**src/rtl/atm_input_pkg.sv**
```systemverilog
// Shared types and constants for the ATM keyboard-entry path: FSM states,
// status/mode encodings, control characters and the menu code set.
package atm_input_pkg;

   typedef enum logic [1:0] {
      ST_IDLE,
      ST_COLLECT,
      ST_MENU,
      ST_FINISH
   } entry_state_e;

   // Menu codes are also decoded by the ATM main controller.
   typedef enum logic [2:0] {
      MENU_NONE     = 3'd0,
      MENU_BALANCE  = 3'd1,
      MENU_WITHDRAW = 3'd2,
      MENU_DEPOSIT  = 3'd3,
      MENU_TRANSFER = 3'd4,
      MENU_CURRENCY = 3'd5,
      MENU_EXIT     = 3'd6
   } menu_code_e;

   localparam logic [3:0] STATUS_OK        = 4'd0;
   localparam logic [3:0] STATUS_ILLEGAL   = 4'd1;
   localparam logic [3:0] STATUS_OVERFLOW  = 4'd2;
   localparam logic [3:0] STATUS_EMPTY     = 4'd3;
   localparam logic [3:0] STATUS_CANCELLED = 4'd4;
   localparam logic [3:0] STATUS_TIMEOUT   = 4'd5;

   localparam logic [1:0] MODE_NONE    = 2'b00;
   localparam logic [1:0] MODE_NUMERIC = 2'b01;
   localparam logic [1:0] MODE_MENU    = 2'b10;
   localparam logic [1:0] MODE_MASKED  = 2'b11;

   localparam logic [7:0] ASCII_BS   = 8'h08;
   localparam logic [7:0] ASCII_CR   = 8'h0D;
   localparam logic [7:0] ASCII_ESC  = 8'h1B;
   localparam logic [7:0] ASCII_STAR = 8'h2A;
   localparam logic [7:0] ASCII_0    = 8'h30;
   localparam logic [7:0] ASCII_9    = 8'h39;

   function automatic logic is_digit(input logic [7:0] code);
      return (code >= ASCII_0) && (code <= ASCII_9);
   endfunction

   // Setting bit 5 folds upper-case letters onto lower case; only the two
   // case variants of each menu letter can land on these values.
   function automatic menu_code_e menu_decode(input logic [7:0] code);
      logic [7:0] w_lower;
      w_lower = code | 8'h20;
      case (w_lower)
         8'h62:   return MENU_BALANCE;
         8'h77:   return MENU_WITHDRAW;
         8'h64:   return MENU_DEPOSIT;
         8'h74:   return MENU_TRANSFER;
         8'h63:   return MENU_CURRENCY;
         8'h78:   return MENU_EXIT;
         default: return MENU_NONE;
      endcase
   endfunction

endpackage

```
**src/rtl/atm_timeout_ctr.sv**
```systemverilog
// Inactivity down-counter: clear reloads TIMEOUT-1, enable counts toward zero,
// expired is high while the count sits at zero.
module atm_timeout_ctr #(
   parameter int TIMEOUT = 1_000_000
) (
   input  logic clk,
   input  logic rst_n,
   input  logic clear,
   input  logic enable,
   output logic expired
);

   localparam int TW = $clog2(TIMEOUT);
   localparam logic [TW-1:0] LOAD = TW'(TIMEOUT - 1);

   logic [TW-1:0] r_cnt;

   always_ff @(posedge clk or negedge rst_n) begin
      if (!rst_n) begin
         r_cnt <= '0;
      end else if (clear) begin
         r_cnt <= LOAD;
      end else if (enable && (r_cnt != '0)) begin
         r_cnt <= r_cnt - TW'(1);
      end
   end

   assign expired = (r_cnt == '0);

endmodule

```
**src/rtl/atm_key_entry.sv**
```systemverilog
// Keyboard-entry engine: assembles packed-BCD numeric fields or a single menu
// selection from ASCII key strobes, with backspace, cancel, masking and timeout.
module atm_key_entry
   import atm_input_pkg::*;
#(
   parameter int MAX_DIGITS = 4,
   parameter int VALUE_W    = 16,
   parameter int TIMEOUT    = 1_000_000
) (
   input  logic                             clk,
   input  logic                             rst_n,
   input  logic [7:0]                       ascii_code,
   input  logic                             ready,
   input  logic                             start,
   input  logic [1:0]                       mode,
   output logic [VALUE_W-1:0]               value,
   output logic [$clog2(MAX_DIGITS+1)-1:0]  digit_count,
   output logic [2:0]                       menu_sel,
   output logic                             busy,
   output logic                             done,
   output logic [3:0]                       status,
   output logic                             echo_valid,
   output logic [7:0]                       echo_char
);

   localparam int CW = $clog2(MAX_DIGITS + 1);
   localparam logic [CW-1:0] FULL = CW'(MAX_DIGITS);

   entry_state_e       r_state;
   logic [VALUE_W-1:0] r_value;
   logic [CW-1:0]      r_count;
   menu_code_e         r_menu_sel;
   logic               r_busy;
   logic               r_done;
   logic [3:0]         r_status;
   logic               r_echo_valid;
   logic [7:0]         r_echo_char;
   logic               r_masked;

   logic       w_start_ok;
   logic       w_in_entry;
   logic       w_tmr_clear;
   logic       w_expired;
   logic       w_is_digit;
   logic       w_has_digits;
   menu_code_e w_menu_key;

   assign w_start_ok   = start && (mode != MODE_NONE);
   assign w_in_entry   = (r_state == ST_COLLECT) || (r_state == ST_MENU);
   assign w_tmr_clear  = w_start_ok || (ready && w_in_entry);
   assign w_is_digit   = is_digit(ascii_code);
   assign w_has_digits = (r_count != '0);
   assign w_menu_key   = menu_decode(ascii_code);

   atm_timeout_ctr #(
      .TIMEOUT (TIMEOUT)
   ) u_timeout (
      .clk     (clk),
      .rst_n   (rst_n),
      .clear   (w_tmr_clear),
      .enable  (w_in_entry),
      .expired (w_expired)
   );

   always_ff @(posedge clk or negedge rst_n) begin
      if (!rst_n) begin
         r_state      <= ST_IDLE;
         r_value      <= '0;
         r_count      <= '0;
         r_menu_sel   <= MENU_NONE;
         r_busy       <= 1'b0;
         r_done       <= 1'b0;
         r_status     <= STATUS_OK;
         r_echo_valid <= 1'b0;
         r_echo_char  <= '0;
         r_masked     <= 1'b0;
      end else begin
         r_done       <= 1'b0;
         r_echo_valid <= 1'b0;
         // An accepted start outranks any key or timeout on the same edge.
         if (w_start_ok) begin
            r_busy   <= 1'b1;
            r_status <= STATUS_OK;
            r_masked <= (mode == MODE_MASKED);
            if (mode == MODE_MENU) begin
               r_state    <= ST_MENU;
               r_menu_sel <= MENU_NONE;
            end else begin
               r_state <= ST_COLLECT;
               r_value <= '0;
               r_count <= '0;
            end
         end else begin
            case (r_state)
               ST_COLLECT: begin
                  if (ready) begin
                     if (w_is_digit) begin
                        if (r_count != FULL) begin
                           r_value      <= VALUE_W'({r_value, ascii_code[3:0]});
                           r_count      <= r_count + CW'(1);
                           r_echo_valid <= 1'b1;
                           r_echo_char  <= r_masked ? ASCII_STAR : ascii_code;
                           r_status     <= STATUS_OK;
                        end else begin
                           r_status <= STATUS_OVERFLOW;
                        end
                     end else if (ascii_code == ASCII_BS) begin
                        if (w_has_digits) begin
                           r_value      <= r_value >> 4;
                           r_count      <= r_count - CW'(1);
                           r_echo_valid <= 1'b1;
                           r_echo_char  <= ASCII_BS;
                        end
                     end else if (ascii_code == ASCII_CR) begin
                        if (w_has_digits) begin
                           r_state  <= ST_FINISH;
                           r_done   <= 1'b1;
                           r_status <= STATUS_OK;
                        end else begin
                           r_status <= STATUS_EMPTY;
                        end
                     end else if (ascii_code == ASCII_ESC) begin
                        r_state  <= ST_FINISH;
                        r_done   <= 1'b1;
                        r_status <= STATUS_CANCELLED;
                        r_value  <= '0;
                        r_count  <= '0;
                     end else begin
                        r_status <= STATUS_ILLEGAL;
                     end
                  end else if (w_expired) begin
                     r_state  <= ST_FINISH;
                     r_done   <= 1'b1;
                     r_status <= STATUS_TIMEOUT;
                  end
               end

               ST_MENU: begin
                  if (ready) begin
                     if (w_menu_key != MENU_NONE) begin
                        r_menu_sel   <= w_menu_key;
                        r_echo_valid <= 1'b1;
                        r_echo_char  <= ascii_code;
                        r_status     <= STATUS_OK;
                     end else if (ascii_code == ASCII_CR) begin
                        if (r_menu_sel != MENU_NONE) begin
                           r_state  <= ST_FINISH;
                           r_done   <= 1'b1;
                           r_status <= STATUS_OK;
                        end else begin
                           r_status <= STATUS_EMPTY;
                        end
                     end else if (ascii_code == ASCII_ESC) begin
                        r_state    <= ST_FINISH;
                        r_done     <= 1'b1;
                        r_status   <= STATUS_CANCELLED;
                        r_menu_sel <= MENU_NONE;
                     end else begin
                        r_status <= STATUS_ILLEGAL;
                     end
                  end else if (w_expired) begin
                     r_state  <= ST_FINISH;
                     r_done   <= 1'b1;
                     r_status <= STATUS_TIMEOUT;
                  end
               end

               ST_FINISH: begin
                  r_state <= ST_IDLE;
                  r_busy  <= 1'b0;
               end

               default: begin
                  r_state <= ST_IDLE;
               end
            endcase
         end
      end
   end

   assign value       = r_value;
   assign digit_count = r_count;
   assign menu_sel    = r_menu_sel;
   assign busy        = r_busy;
   assign done        = r_done;
   assign status      = r_status;
   assign echo_valid  = r_echo_valid;
   assign echo_char   = r_echo_char;

endmodule

```
**config.mk**
```make
export PLATFORM = sky130hd
export DESIGN_NAME = atm_key_entry
export DESIGN_NICKNAME = d
export VERILOG_FILES = /design/src/rtl/atm_input_pkg.sv /design/src/rtl/atm_timeout_ctr.sv /design/src/rtl/atm_key_entry.sv
export SDC_FILE = /design/constraint.sdc
export NUM_CORES = 1
export LEC_CHECK = 0
export CAP_MARGIN = 20
export CORE_MARGIN = 5
export CORE_UTILIZATION = 30
export DETAILED_ROUTE_END_ITERATION = 12
export PLACE_DENSITY_LB_ADDON = 0.3
export RECOVER_POWER = 25
export SETUP_SLACK_MARGIN = 0.1
export SYNTH_ARGS = -nofsm -noshare
export SYNTH_HDL_FRONTEND = slang
export SYNTH_HIERARCHICAL = 1
export SYNTH_SLANG_ARGS = --single-unit
```
**constraint.sdc**
```tcl
create_clock -name clk -period 2.75 [get_ports clk]
set_clock_uncertainty 0.2 [all_clocks]
set_input_delay 0.6875 -clock clk [delete_from_list [all_inputs] [get_ports clk]]
set_output_delay 0.6875 -clock clk [all_outputs]
set_load 0.01 [all_outputs]
```
==> impl_results.md <==
- Status: complete, no violations
- Final setup margin: between 0.2 and 0.25 ns
- CP top delay family: simple AND/OR/NAND/NOR gates
- Pwr per Cell Area: 665 nW/um2
- Final wirelength: 10500 um
- Via count: ~3400
- Slowest stage cell, crit path: or4_4
- GPL Wtd Cong: 0.863
- Synth top area cells: dfrtp_1 (41%), nand2_1 (4.7%), a21oi_1 (4.5%)
- Root Driver: clkbuf_16
- Synth area leader: dfrtp_1
- Final worst path period need: approximately 2.5 ns
- Area Overhead vs Synth: 41.5%
- GRT overflow: 0
- Worst slew pin tran: 1.17 ns
- Post-Syn Instances: between 300 and 400
- H-tree depth: 3
- Max-cap viol count: 0
- Post-Synthesis Cell Area: 3640 um2
- # DRC: 0
- Bufs and invs on worst path: 0
- RR Endpoint: u_timeout/r_cnt[14]
- Top-level port count: 51
- Total track usage: 0.148
- Post-synthesis sequential area ratio: 0.413
- Clk network pwr share: 0.387
- Gate power share: 0.311
- Pre-CTS WS: -0.377 ns
- Avg Synthesized Cell Area: 9.16 um2
- Slew margin rel.: 0.221
- Switch Pwr: 0.000985 W
- EDFF count, synth: 0
- Sequential power share: 0.303
- FP Rows: 40
- WS Path Type: register to register
- Largest net degree at the start of global routing: 25
- Die area: 14400 um2
- Finish-stage setup viols: 0
- Sw Share: 0.288
- Critical path capture point type: register
- Synth cell types: between 70 and 80
- Number of synthesized register bits: 60
- 1st-pass router iterations: 5
- CP Launch Type: register
- CTS tree: built
- Leak pwr: roughly 2.1 nW
- Slowest stage delay, CP: 0.59 ns
- Maximum vdd drop: 366 uV
- DP HPWL: 7510 um
- Fillers: about 1100
- Post-route ant nets: 0
- R2r startpoint: u_timeout/r_cnt[6]
- Die Ht: 120 um
- Final setup TNS: 0 ns
- Starting Density: 0.304
- Crit-path most repeated cell: or4_4
- Hold Crit Depth: 1
- R2R Setup Slk: 0.24 ns
- Avg WL per Cell: 16.0 um
- Hold_buf cts: 0
- Achievable frequency: 0.398 GHz
- Die Wd: 120 um
- Critical path peak fanout: 5
- Critical Path AT: 2.51 ns
- Num CTS Buffers: 9
- Area of the multi-input gates: approximately 2000 um2
- Clk_lat worst skew: 0.33 ns
- Vias in the first global route: 3466
- RSZ-0062 raised after global routing: no
- Int Pwr: between 0.002 and 0.0025 W
- Yosys warns: 6
- Worst r2r path cells: 5
- Post-Syn Nets: about 420
- First-pass GRT wire length: 17200 um
- # port buffers: 50
- Hold endpoint: echo_char[7]
- CTS sink cnt: 60
- Non-Filler Instances: 657
- Most frequent cell after synthesis: dfrtp_1
- CP cell instances: or4_4 > or2_1 > or4_4 > o21ai_1 > or3b_1
- Worst min path class: register to register
- Critical Path RT: 2.75 ns
- Core ar.: 12000 um2
- Hold_sp: echo_char[7]
- Initial antenna violation count: 0
- Layout Nets: 527
- Worst-path clk slew: 0.05 ns
- Synth Flop Type: dfrtp_1
- Top-area cell type share of the netlist area: 0.413
- Synth async-reset ratio: 1.00
- Most instantiated cells after synthesis: dfrtp_1 (60), nand2_1 (46), a21oi_1 (33)
- Final Cycle Share: 0.914
- Placed cell count: 640
- Final hold vios: 0
- Antenna cells: 0
- Max clock buf depth: 2
- Via/cell ratio: 5.20
- Slew Viols, Final: 0
- Share of cells above drive strength 1: 0.239
- Storage element area: ~1500 um2
- First DRT Iteration DRCs: about 200
## cell families after synthesis
group | after synthesis | synth area share
buffers and inverters | 42 | 0.0533
adder cells (fa/ha/maj) | 8 | 0.0275
XOR/XNOR | 12 | 0.0289
flip-flops | 60 | 0.413
AND/OR/NAND/NOR | 144 | 0.212
AO/OA/AOI/OAI | 109 | 0.196
multiplexers | 22 | 0.0692
## worst reg2reg max path: cells and delay by family (launching register included)
family | cells | cell delay [ns]
DFF | 1 | 0.41
AOI/OAI and AO/OA | 1 | 0.12
and+or+nand+nor | 4 | 1.66
## worst max-delay path by stage
stage / from / to / slack (ns) / cells after the start
floorplan: ascii_code[3] / echo_char[0] / 0.09 / 9
global placement: ascii_code[1] / r_state[1] / -0.32 / 8
detailed placement: ascii_code[4] / r_state[1] / -0.38 / 8
CTS: ascii_code[4] / r_state[1] / 0.18 / 8
global route: ascii_code[4] / menu_sel[1] / 0.11 / 11
finish: u_timeout/r_cnt[6] / u_timeout/r_cnt[14] / 0.24 / 5
## placed cells by master, fill, tap and decap left out, types with 4 or more instances in the layout
cell type and count:
inv_1 21, clkbuf_16 9, clkdlybuf4s50_1 41, and3_1 4, dfrtp_1 60, mux2i_1 6
nor3_1 9, xnor2_1 11, ha_1 8, nand2_1 46, buf_4 61, nor2_1 22
nand3_1 13, nand4_1 4, a31oi_1 5, o21ai_0 27, nor2b_1 7, nand2b_1 8
a21oi_1 32, dlygate4sd2_1 8, mux2_2 13
## stage by stage
step                total power, W  instance area, um2  hold slack [ns]   util
finish                     0.00342                5140            0.294  0.430
global route               0.00362                5140            0.330  0.430
CTS                        0.00346                5140            0.131  0.429
detailed placement         0.00210                4730            0.291  0.396
global placement           0.00209                4730            0.293  0.396
floorplan                  0.00163                3650            0.192      -
## cell type report
type,count,share of cell area
timing repair buffer,118,0.199
clock buffer,12,0.0499
tap,147,0.0358
sequential,60,0.292
clock inverter,4,0.0185
multi-input combinational,295,0.389
inverter,21,0.0153
## state kept, by name (all words and copies together) (netlist names), 2 cells and up
signal / cells
u_timeout/r_cnt: 20
status: 4
menu_sel: 3
r_state: 2
digit_count: 3
echo_char: 8
value: 16
## timing repair
action / in CTS / in global routing
endpoints found under the hold margin: 0 / 0
gates resized for setup: 20 / 2
buffers inserted: 1 / 0
pin swaps: 4 / 0
endpoints found under the setup margin: 20 / 2
## per-layer routing
metal / GRT usage / wire (um) / vias up
li1: - / - / 1635
met1: 0.183 / 4770 / 1680
met2: 0.246 / 5010 / 84
met3: 0.0429 / 479 / 20
met4: 0.0523 / 219 / 0
met5: 0 / 0 / -
## power groups by stage
stage,combinational [W],sequential (W),clock [W]
after floorplan,0.000566,0.00106,0
after global placement,0.00104,0.00105,0
after CTS,0.00107,0.00103,0.00136
after global routing,0.00117,0.00105,0.00140
after detailed placement,0.00106,0.00105,0
final,0.00106,0.00103,0.00132
Power figures use the tool's default switching activity.
